`src/rtl/sha1_digest_stream.sv`:
```
// sha1_digest_stream: captures the SHA-1 digest on the rising edge of sha_done
// and replays it as a DATA_W valid/ready stream, most-significant word first.
// A digest arriving mid-stream is dropped and flagged in a sticky overflow bit,
// except on the last-word handshake, where it is chained back-to-back.
// Optional build macro: DIGEST_BYTE_SWAP_EN byte-reverses every output word.
module sha1_digest_stream #(
  parameter int unsigned DATA_W   = 32,
  parameter int unsigned DIGEST_W = 160
) (
  input  logic                clk,
  input  logic                rst_n,
  input  logic                sha_done,
  input  logic [DIGEST_W-1:0] hash_out,
  output logic [DATA_W-1:0]   m_data,
  output logic                m_valid,
  output logic                m_last,
  input  logic                m_ready,
  output logic                busy,
  output logic                overflow,
  input  logic                clr_overflow
);

  localparam int unsigned NWORDS = DIGEST_W / DATA_W;
  localparam int unsigned IDX_W  = (NWORDS > 1) ? $clog2(NWORDS) : 1;
  localparam logic [IDX_W-1:0] LAST_IDX = IDX_W'(NWORDS - 1);

  typedef enum logic {
    IDLE = 1'b0,
    SEND = 1'b1
  } state_t;

  state_t              state_q, state_d;
  logic                done_q;
  logic [DIGEST_W-1:0] digest_q, digest_d;
  logic [IDX_W-1:0]    idx_q, idx_d;
  logic [IDX_W-1:0]    idx_inc;
  logic                last_q, last_d;
  logic                ovf_q, ovf_d;
  logic                capture;
  logic                handshake;
  logic                last_hs;
  logic                load;
  logic [DATA_W-1:0]   word;

  // Event decode: rising edge of sha_done and stream handshakes
  assign capture   = sha_done & ~done_q;
  assign handshake = (state_q == SEND) & m_ready;
  assign last_hs   = handshake & (idx_q == LAST_IDX);
  assign load      = capture & ((state_q == IDLE) | last_hs);
  assign idx_inc   = idx_q + IDX_W'(1);

  // FSM state register
  always_ff @(posedge clk or negedge rst_n) begin
    if (!rst_n) begin
      state_q <= IDLE;
    end else begin
      state_q <= state_d;
    end
  end

  // FSM next-state: a capture on the last handshake keeps us in SEND
  always_comb begin
    state_d = state_q;
    unique case (state_q)
      IDLE: if (capture) state_d = SEND;
      SEND: if (last_hs && !capture) state_d = IDLE;
      default: state_d = IDLE;
    endcase
  end

  // FSM outputs decoded straight from the state register
  always_comb begin
    m_valid  = 1'b0;
    busy     = 1'b0;
    m_last   = last_q;
    overflow = ovf_q;
    if (state_q == SEND) begin
      m_valid = 1'b1;
      busy    = 1'b1;
    end
  end

  // Datapath next values: the digest is a shift register so the head word
  // is always the word being offered
  always_comb begin
    digest_d = digest_q;
    idx_d    = idx_q;
    last_d   = last_q;
    ovf_d    = ovf_q;
    if (load) begin
      digest_d = hash_out;
      idx_d    = '0;
      last_d   = (LAST_IDX == '0);
    end else if (handshake) begin
      if (last_hs) begin
        last_d = 1'b0;
      end else begin
        digest_d = digest_q << DATA_W;
        idx_d    = idx_inc;
        last_d   = (idx_inc == LAST_IDX);
      end
    end
    if (clr_overflow) ovf_d = 1'b0;
    if (capture && (state_q == SEND) && !last_hs) ovf_d = 1'b1;
  end

  // Datapath registers; the edge detector resets high so a level already
  // present at reset release is not mistaken for a new digest
  always_ff @(posedge clk or negedge rst_n) begin
    if (!rst_n) begin
      done_q   <= 1'b1;
      digest_q <= '0;
      idx_q    <= '0;
      last_q   <= 1'b0;
      ovf_q    <= 1'b0;
    end else begin
      done_q   <= sha_done;
      digest_q <= digest_d;
      idx_q    <= idx_d;
      last_q   <= last_d;
      ovf_q    <= ovf_d;
    end
  end

  assign word = digest_q[DIGEST_W-1 -: DATA_W];

`ifdef DIGEST_BYTE_SWAP_EN
  // Byte-reverse the head word for little-endian consumers
  always_comb begin
    m_data = '0;
    for (int b = 0; b < int'(DATA_W / 8); b++) begin
      m_data[8*b +: 8] = word[DATA_W-8-8*b +: 8];
    end
  end
`else
  assign m_data = word;
`endif

endmodule

```
`config.mk`:
```
export PLATFORM = sky130hd
export DESIGN_NAME = sha1_digest_stream
export DESIGN_NICKNAME = d
export VERILOG_FILES = /design/src/rtl/sha1_digest_stream.sv
export SDC_FILE = /design/constraint.sdc
export NUM_CORES = 1
export LEC_CHECK = 0
export CAP_MARGIN = 5
export CORE_MARGIN = 3
export CORE_UTILIZATION = 49
export CTS_CLUSTER_DIAMETER = 120
export DETAILED_ROUTE_END_ITERATION = 10
export HOLD_SLACK_MARGIN = 0.05
export PLACE_DENSITY = 0.92
export SLEW_MARGIN = 20
export SYNTH_ARGS = -nofsm -noshare
export SYNTH_HDL_FRONTEND = slang
export SYNTH_SLANG_ARGS = --single-unit
```
`constraint.sdc`:
```
create_clock -name clk -period 2.6 [get_ports clk]
set_input_delay 0.65 -clock clk [delete_from_list [all_inputs] [get_ports clk]]
set_output_delay 0.65 -clock clk [all_outputs]
set_load 0.01 [all_outputs]
```
==> metrics.txt, run 1 <==
Fin Setup TNS=0 ns; Final setup viols=0; Sequential Power Share=0.391; CTS root buf=clkbuf_16; Die Area=17000 µm²; gr usage total=0.222; Worst path top cell family by delay=buffers and inverters; Mapped Cells=730; Pint=7090 µW; Comb pwr share=0.359; Min Clock Period, post-route=2.27 ns; # DRC=0; worst-skew pair later-pin latency=0.42 ns; count of cell types in the netlist=27; final worst slack=0.334 ns; starting density of the core=0.510; Arr. time, crit path=1.62 ns; Rel. slew slack=0.588; initial antenna violation count=0; total net switching power=3320 µW; number of CTS-inserted buffers=17; Hold Violations, Final=0; CP endpoint kind=output port; synth warn=0; Clock Power Share=0.250; Via Count=6091; leakage power figure=0.00518 µW; postcts setup bufs=0; Net Sw Frac=0.319; Overall Power=10400 µW; share of cells above drive strength 1=0.0594; Seq cells post-synth=167; fin. max-slew vios=0; Seq/Total Area, Yosys=0.553; final net count=1047; Detailed Route WL=18600 µm; syn_area_per_cell=10.4 µm²; RePlAce Congestion=0.791; RSZ-0062 raised after global routing=no; crit path buf inv count=1; post-cts sizing count=0; first-pass GRT wire length=29800 µm; CTS H-tree depth=4; Synth-to-Final Area Change=33.9%; synthesized area=7560 µm²; vias in the first global route=6048; Hold Buf Count CTS=0; final setup skew=0.00790 ns; CTS tree=built; Max VDD drop=686 µV; Critical Path RT=1.95 ns; Pre-Repair DR Iteration Count=11; core area=14800 µm²; WL/cell=17.3 µm; FF-to-FF Start=idx_q[0]; Synthesized Nets=898; fmax=441 MHz; GRT overflow=0; fin cells=1076; largest net degree at the start of global routing=104; crit path launch type=flop; status=finished, final reports clean; Die X=130 µm; clk buf depth=2; PwrDens=1030 nW/µm²; slowest stage delay, CP=0.62 ns; n_diodes=0; crit-path cells=clkdlybuf4s50_1; I/O Buffers=200; critical path peak fanout=10; clk sinks=167; Die Y=130 µm; Hold Crit Class=in -> async; dpl cells=1044; total I/O pin count=201; Worst Tran Pin Value=0.618 ns; Slowest-stage cell, CP=clkdlybuf4s50_1; DR iter-0 viols=878; Crit Path Category=reg -> out; Reg clk slew, reported paths=0.06 ns; Tcrit/Tclk final=0.871; number of nets with antenna violations after routing=0; vias per inst=5.66; # Max-Cap Violations=0; detailed placement HPWL=12300 µm; std cell rows=44; crit path from=state_q; pre-CTS WS=0.225 ns
-- power by group through the flow --
| stage | Sequential [µW] | Clock (µW) | Combinational [µW] |
|---|---|---|---|
| 2_1_floorplan | 3980 | 0 | 2740 |
| 3_3_place_gp | 4050 | 0 | 3550 |
| 3_5_place_dp | 4110 | 0 | 3690 |
| 4_1_cts | 4070 | 2650 | 3730 |
| 5_1_grt | 4180 | 2770 | 4140 |
| 6_report | 4070 | 2610 | 3740 |
-- worst paths after layout --
kind / to / slack (ns) / cells past startpoint
setup / recovery: busy / 0.33 / 1
hold / removal: digest_q[145] / 0.23 / 1
setup reg to reg: digest_q[151] / 0.59 / 6
hold reg to reg: digest_q[31] / 0.50 / 1
max in group asynchronous: done_q / 1.68 / 2
min in group clk: digest_q[31] / 0.50 / 1
-- flip-flops by register name (all words and copies together) (netlist names) --
| register | cells |
|---|---|
| m_last | 1 |
| done_q | 1 |
| digest_q | 160 |
| overflow | 1 |
| idx_q | 3 |
| state_q | 1 |
-- cell usage after synthesis --
cell type | count | area (µm²)
a21bo_1 | 1 | 10.0
a21oi_1 | 1 | 5.00
a21oi_2 | 1 | 8.76
a221oi_1 | 32 | 280
a222oi_1 | 96 | 961
a22o_1 | 34 | 298
a22oi_1 | 1 | 7.51
and2_1 | 1 | 6.26
buf_2 | 14 | 70.1
buf_4 | 36 | 270
buf_6 | 7 | 78.8
clkbuf_1 | 29 | 109
dfrtp_1 | 166 | 4150
dfstp_2 | 1 | 26.3
ha_1 | 3 | 37.5
inv_1 | 260 | 976
mux2_2 | 1 | 11.3
mux2i_1 | 1 | 10.0
nand2_1 | 4 | 15.0
nand2b_1 | 2 | 12.5
nand3_1 | 2 | 10.0
nor2_4 | 1 | 11.3
nor3_1 | 32 | 160
o21ai_0 | 1 | 5.00
o22ai_1 | 1 | 6.26
or4b_2 | 1 | 10.0
xnor2_1 | 1 | 8.76
-- layout make-up --
cell class              instances  area [µm²]
clock buffers                  25         505
well taps                     184         230
fillers                      1044        4690
inverters                     260         976
repair buffers                216        2220
flip-flops and latches        167        4180
clock inverters                 7         115
multi-input cells             217        1890
-- cell usage in the layout, fill, tap and decap left out, types with 3 or more instances in the layout --
| master | instances |
|---|---|
| clkbuf_1 | 3 |
| a221oi_1 | 32 |
| dfrtp_1 | 166 |
| inv_1 | 260 |
| bufinv_16 | 3 |
| clkbuf_8 | 5 |
| buf_12 | 8 |
| nand2_1 | 4 |
| buf_4 | 8 |
| clkdlybuf4s50_1 | 199 |
| ha_1 | 3 |
| a222oi_1 | 96 |
| a22o_1 | 33 |
| clkbuf_16 | 17 |
| nor3_1 | 32 |
-- layer usage --
layer / vias up / share of wire / GRT usage
met3: 39 / 0.081 / 0.0540
met5: - / 0 / 0
met1: 2975 / 0.39 / 0.290
met2: 308 / 0.50 / 0.353
met4: 0 / 0.027 / 0.0978
li1: 2769 / - / -
-- metrics by stage --
stage	utilization	hold slack (ns)	instance area, µm²
2_1_floorplan	-	0.354	7560
3_3_place_gp	0.642	0.484	9500
3_5_place_dp	0.642	0.486	9500
4_1_cts	0.684	0.237	10100
5_1_grt	0.684	0.258	10100
6_report	0.684	0.230	10100
-- kinds of logic after synthesis --
group | Yosys count | synth area share
buffers and inverters | 346 | 0.199
and+or+nand+nor | 43 | 0.0298
muxes | 2 | 0.00281
xor gates and xnor gates | 1 | 0.00116
adders and majority gates | 3 | 0.00497
DFF | 167 | 0.553
AOI/OAI and AO/OA | 168 | 0.209
(Power assumes the default switching activity.)
==> run 2, diff against run 1 <==
--- a/config.mk
+++ b/config.mk
@@ -7,11 +7,11 @@
 export LEC_CHECK = 0
 export CAP_MARGIN = 5
 export CORE_MARGIN = 3
-export CORE_UTILIZATION = 49
+export CORE_UTILIZATION = 53
 export CTS_CLUSTER_DIAMETER = 120
 export DETAILED_ROUTE_END_ITERATION = 10
 export HOLD_SLACK_MARGIN = 0.05
-export PLACE_DENSITY = 0.92
+export PLACE_DENSITY = 0.95
 export SLEW_MARGIN = 20
 export SYNTH_ARGS = -nofsm -noshare
 export SYNTH_HDL_FRONTEND = slang
==> constraint.sdc (replaced) <==
create_clock -name clk -period 2.9 [get_ports clk]
set_input_delay 0.725 -clock clk [delete_from_list [all_inputs] [get_ports clk]]
set_output_delay 0.725 -clock clk [all_outputs]
set_load 0.01 [all_outputs]
==> metrics.txt, run 2 (synthesis results as in run 1) <==
status=finished, final reports clean (unchanged); postcts setup bufs=0 (unchanged); Pre-Repair DR Iteration Count=9 (was 11); Synth-to-Final Area Change=32.6% (was 33.9%); Crit Path Category=reg -> out (unchanged); final setup skew=0.00632 ns (was 0.00790 ns); I/O Buffers=200 (unchanged); Reg clk slew, reported paths=0.06 ns (about the same); pre-CTS WS=0.370 ns (was 0.225 ns); crit-path cells=clkdlybuf4s50_1 (unchanged); Worst Tran Pin Value=0.571 ns (was 0.618 ns); Tcrit/Tclk final=0.800; vias in the first global route=6363 (was 6048); Die X=125 µm (was 130 µm); crit path buf inv count=1 (unchanged); # Max-Cap Violations=0 (unchanged); setup slack, reg-to-reg=0.71 ns (was 0.59 ns); n_diodes=0 (unchanged); fmax=431 MHz; gr usage total=0.248 (was 0.222); most common cell after layout, fill and taps aside=inv_1 (unchanged); Slowest-stage cell, CP=clkdlybuf4s50_1 (unchanged); Core Util, Final=0.719 (was 0.684); most flop-heavy register=digest_q (unchanged); FF-to-FF Start=idx_q[0] (unchanged); most frequent cells in the layout=inv_1, clkdlybuf4s50_1, dfrtp_1, a222oi_1, a22o_1 (unchanged); dpl cells=1040 (was 1044); fin. max-slew vios=0 (unchanged); crit path from=state_q (unchanged); Fin Setup TNS=0 ns (unchanged); Detailed Route WL=19300 µm (was 18600 µm); number of CTS-inserted buffers=17 (unchanged); largest net degree at the start of global routing=70 (was 104); CTS H-tree depth=4 (unchanged); Hold Buf Count CTS=0 (unchanged); Hold Slack=0.279 ns (was 0.230 ns); GRT overflow=0 (unchanged); Largest regs=digest_q (160), idx_q (3) (unchanged); Fill cells=930 (was 1044); RePlAce Congestion=0.814 (was 0.791); WL/cell=18.0 µm (was 17.3 µm); total I/O pin count=201 (unchanged); # DRC=0 (unchanged); crit path launch type=flop (unchanged); leakage power figure=0.00513 µW (was 0.00518 µW); final net count=1047 (unchanged); Die Area=15700 µm² (was 17000 µm²); final worst slack=0.581 ns (was 0.334 ns); core area=13900 µm² (was 14800 µm²); starting density of the core=0.542 (was 0.510); Hold Violations, Final=0 (unchanged); Rel. slew slack=0.619 (was 0.588); vias per inst=5.74 (was 5.66); critical path peak fanout=10 (unchanged); Arr. time, crit path=1.59 ns (was 1.62 ns); DR iter-0 viols=996 (was 878); CTS root buf=clkbuf_16 (unchanged); Via Count=6147 (was 6091); max reg flops=160 (unchanged); Hold Crit Class=in -> async (unchanged); Crit. path cell count=1 (unchanged); clk buf depth=2 (unchanged); share of cells above drive strength 1=0.0584 (was 0.0594); CTS tree=built (unchanged); slowest stage delay, CP=0.62 ns (about the same); CP endpoint=m_valid (was busy); PwrDens=915 nW/µm² (was 1030 nW/µm²); Min Clock Period, post-route=2.32 ns; Final setup viols=0 (unchanged); detailed placement HPWL=12800 µm (was 12300 µm); std cell rows=43 (was 44); Max VDD drop=685 µV (was 686 µV); clk sinks=167 (unchanged); Critical Path RT=2.17 ns (was 1.95 ns); number of nets with antenna violations after routing=0 (unchanged); reg2reg end=digest_q[100] (was digest_q[151]); first-pass GRT wire length=31600 µm (was 29800 µm); worst-skew pair later-pin latency=0.42 ns (about the same); post-cts sizing count=0 (unchanged); Worst path top cell family by delay=buffers and inverters (unchanged); Die Y=125 µm (was 130 µm); initial antenna violation count=0 (unchanged); Worst R2R Path Depth=6 (unchanged); RSZ-0062 raised after global routing=no (unchanged); fin cells=1071 (was 1076); CP endpoint kind=output port (unchanged)
==> run 2: changes by cell type in the layout (fill, tap and decap cells not counted), sizes merged <==
cell and delta:
clkbuf -3, clkinvlp +1, clkinv +3, bufinv -2
==> run 2: how the worst min path moves through the flow <==
stage / from / to / slack (ns)
2_1_floorplan: rst_n / digest_q[0] / 0.43
3_5_place_dp: digest_q[22] / digest_q[22] / 0.48
4_1_cts: rst_n / digest_q[112] / 0.30
3_3_place_gp: digest_q[30] / digest_q[30] / 0.48
6_report: rst_n / digest_q[113] / 0.28
5_1_grt: rst_n / digest_q[143] / 0.33
==> run 2: power by group <==
part	internal, µW	leakage (µW)	switching (µW)
clock	1210	0.000262	881
sequential	3290	0.00195	368
combinational	1610	0.00293	1810
total	6110	0.00513	3060
==> run 2: area by class of cell <==
class / instances / area, µm² / share of cell area
Inverter: 260 / 976 / 0.0973
Timing Repair Buffer: 216 / 2210 / 0.221
Tap cell: 180 / 225 / 0.0225
Multi-Input combinational cell: 217 / 1890 / 0.189
Sequential cell: 167 / 4180 / 0.417
Clock inverter: 9 / 77.6 / 0.00774
Clock buffer: 22 / 464 / 0.0463
==> run 2: stage by stage <==
step | total power [µW] | instance area, µm²
2_1_floorplan | 6030 | 7560
3_3_place_gp | 6810 | 9480
3_5_place_dp | 7010 | 9480
4_1_cts | 9180 | 10000
5_1_grt | 9720 | 10000
6_report | 9170 | 10000
==> run 2: worst reg2reg max path, cell delays in order (launching register included) <==
cell	delay, ns
dfrtp_1	0.42
inv_1	0.07
ha_1	0.23
and2_2	0.43
nor2_4	0.09
buf_4	0.29
a222oi_1	0.53
==> run 2: per-layer routing <==
layer  global-route usage  part of all wire
met4                0.114             0.028
met2                0.405              0.51
met1                0.323              0.39
met5                    0                 0
met3               0.0466             0.075
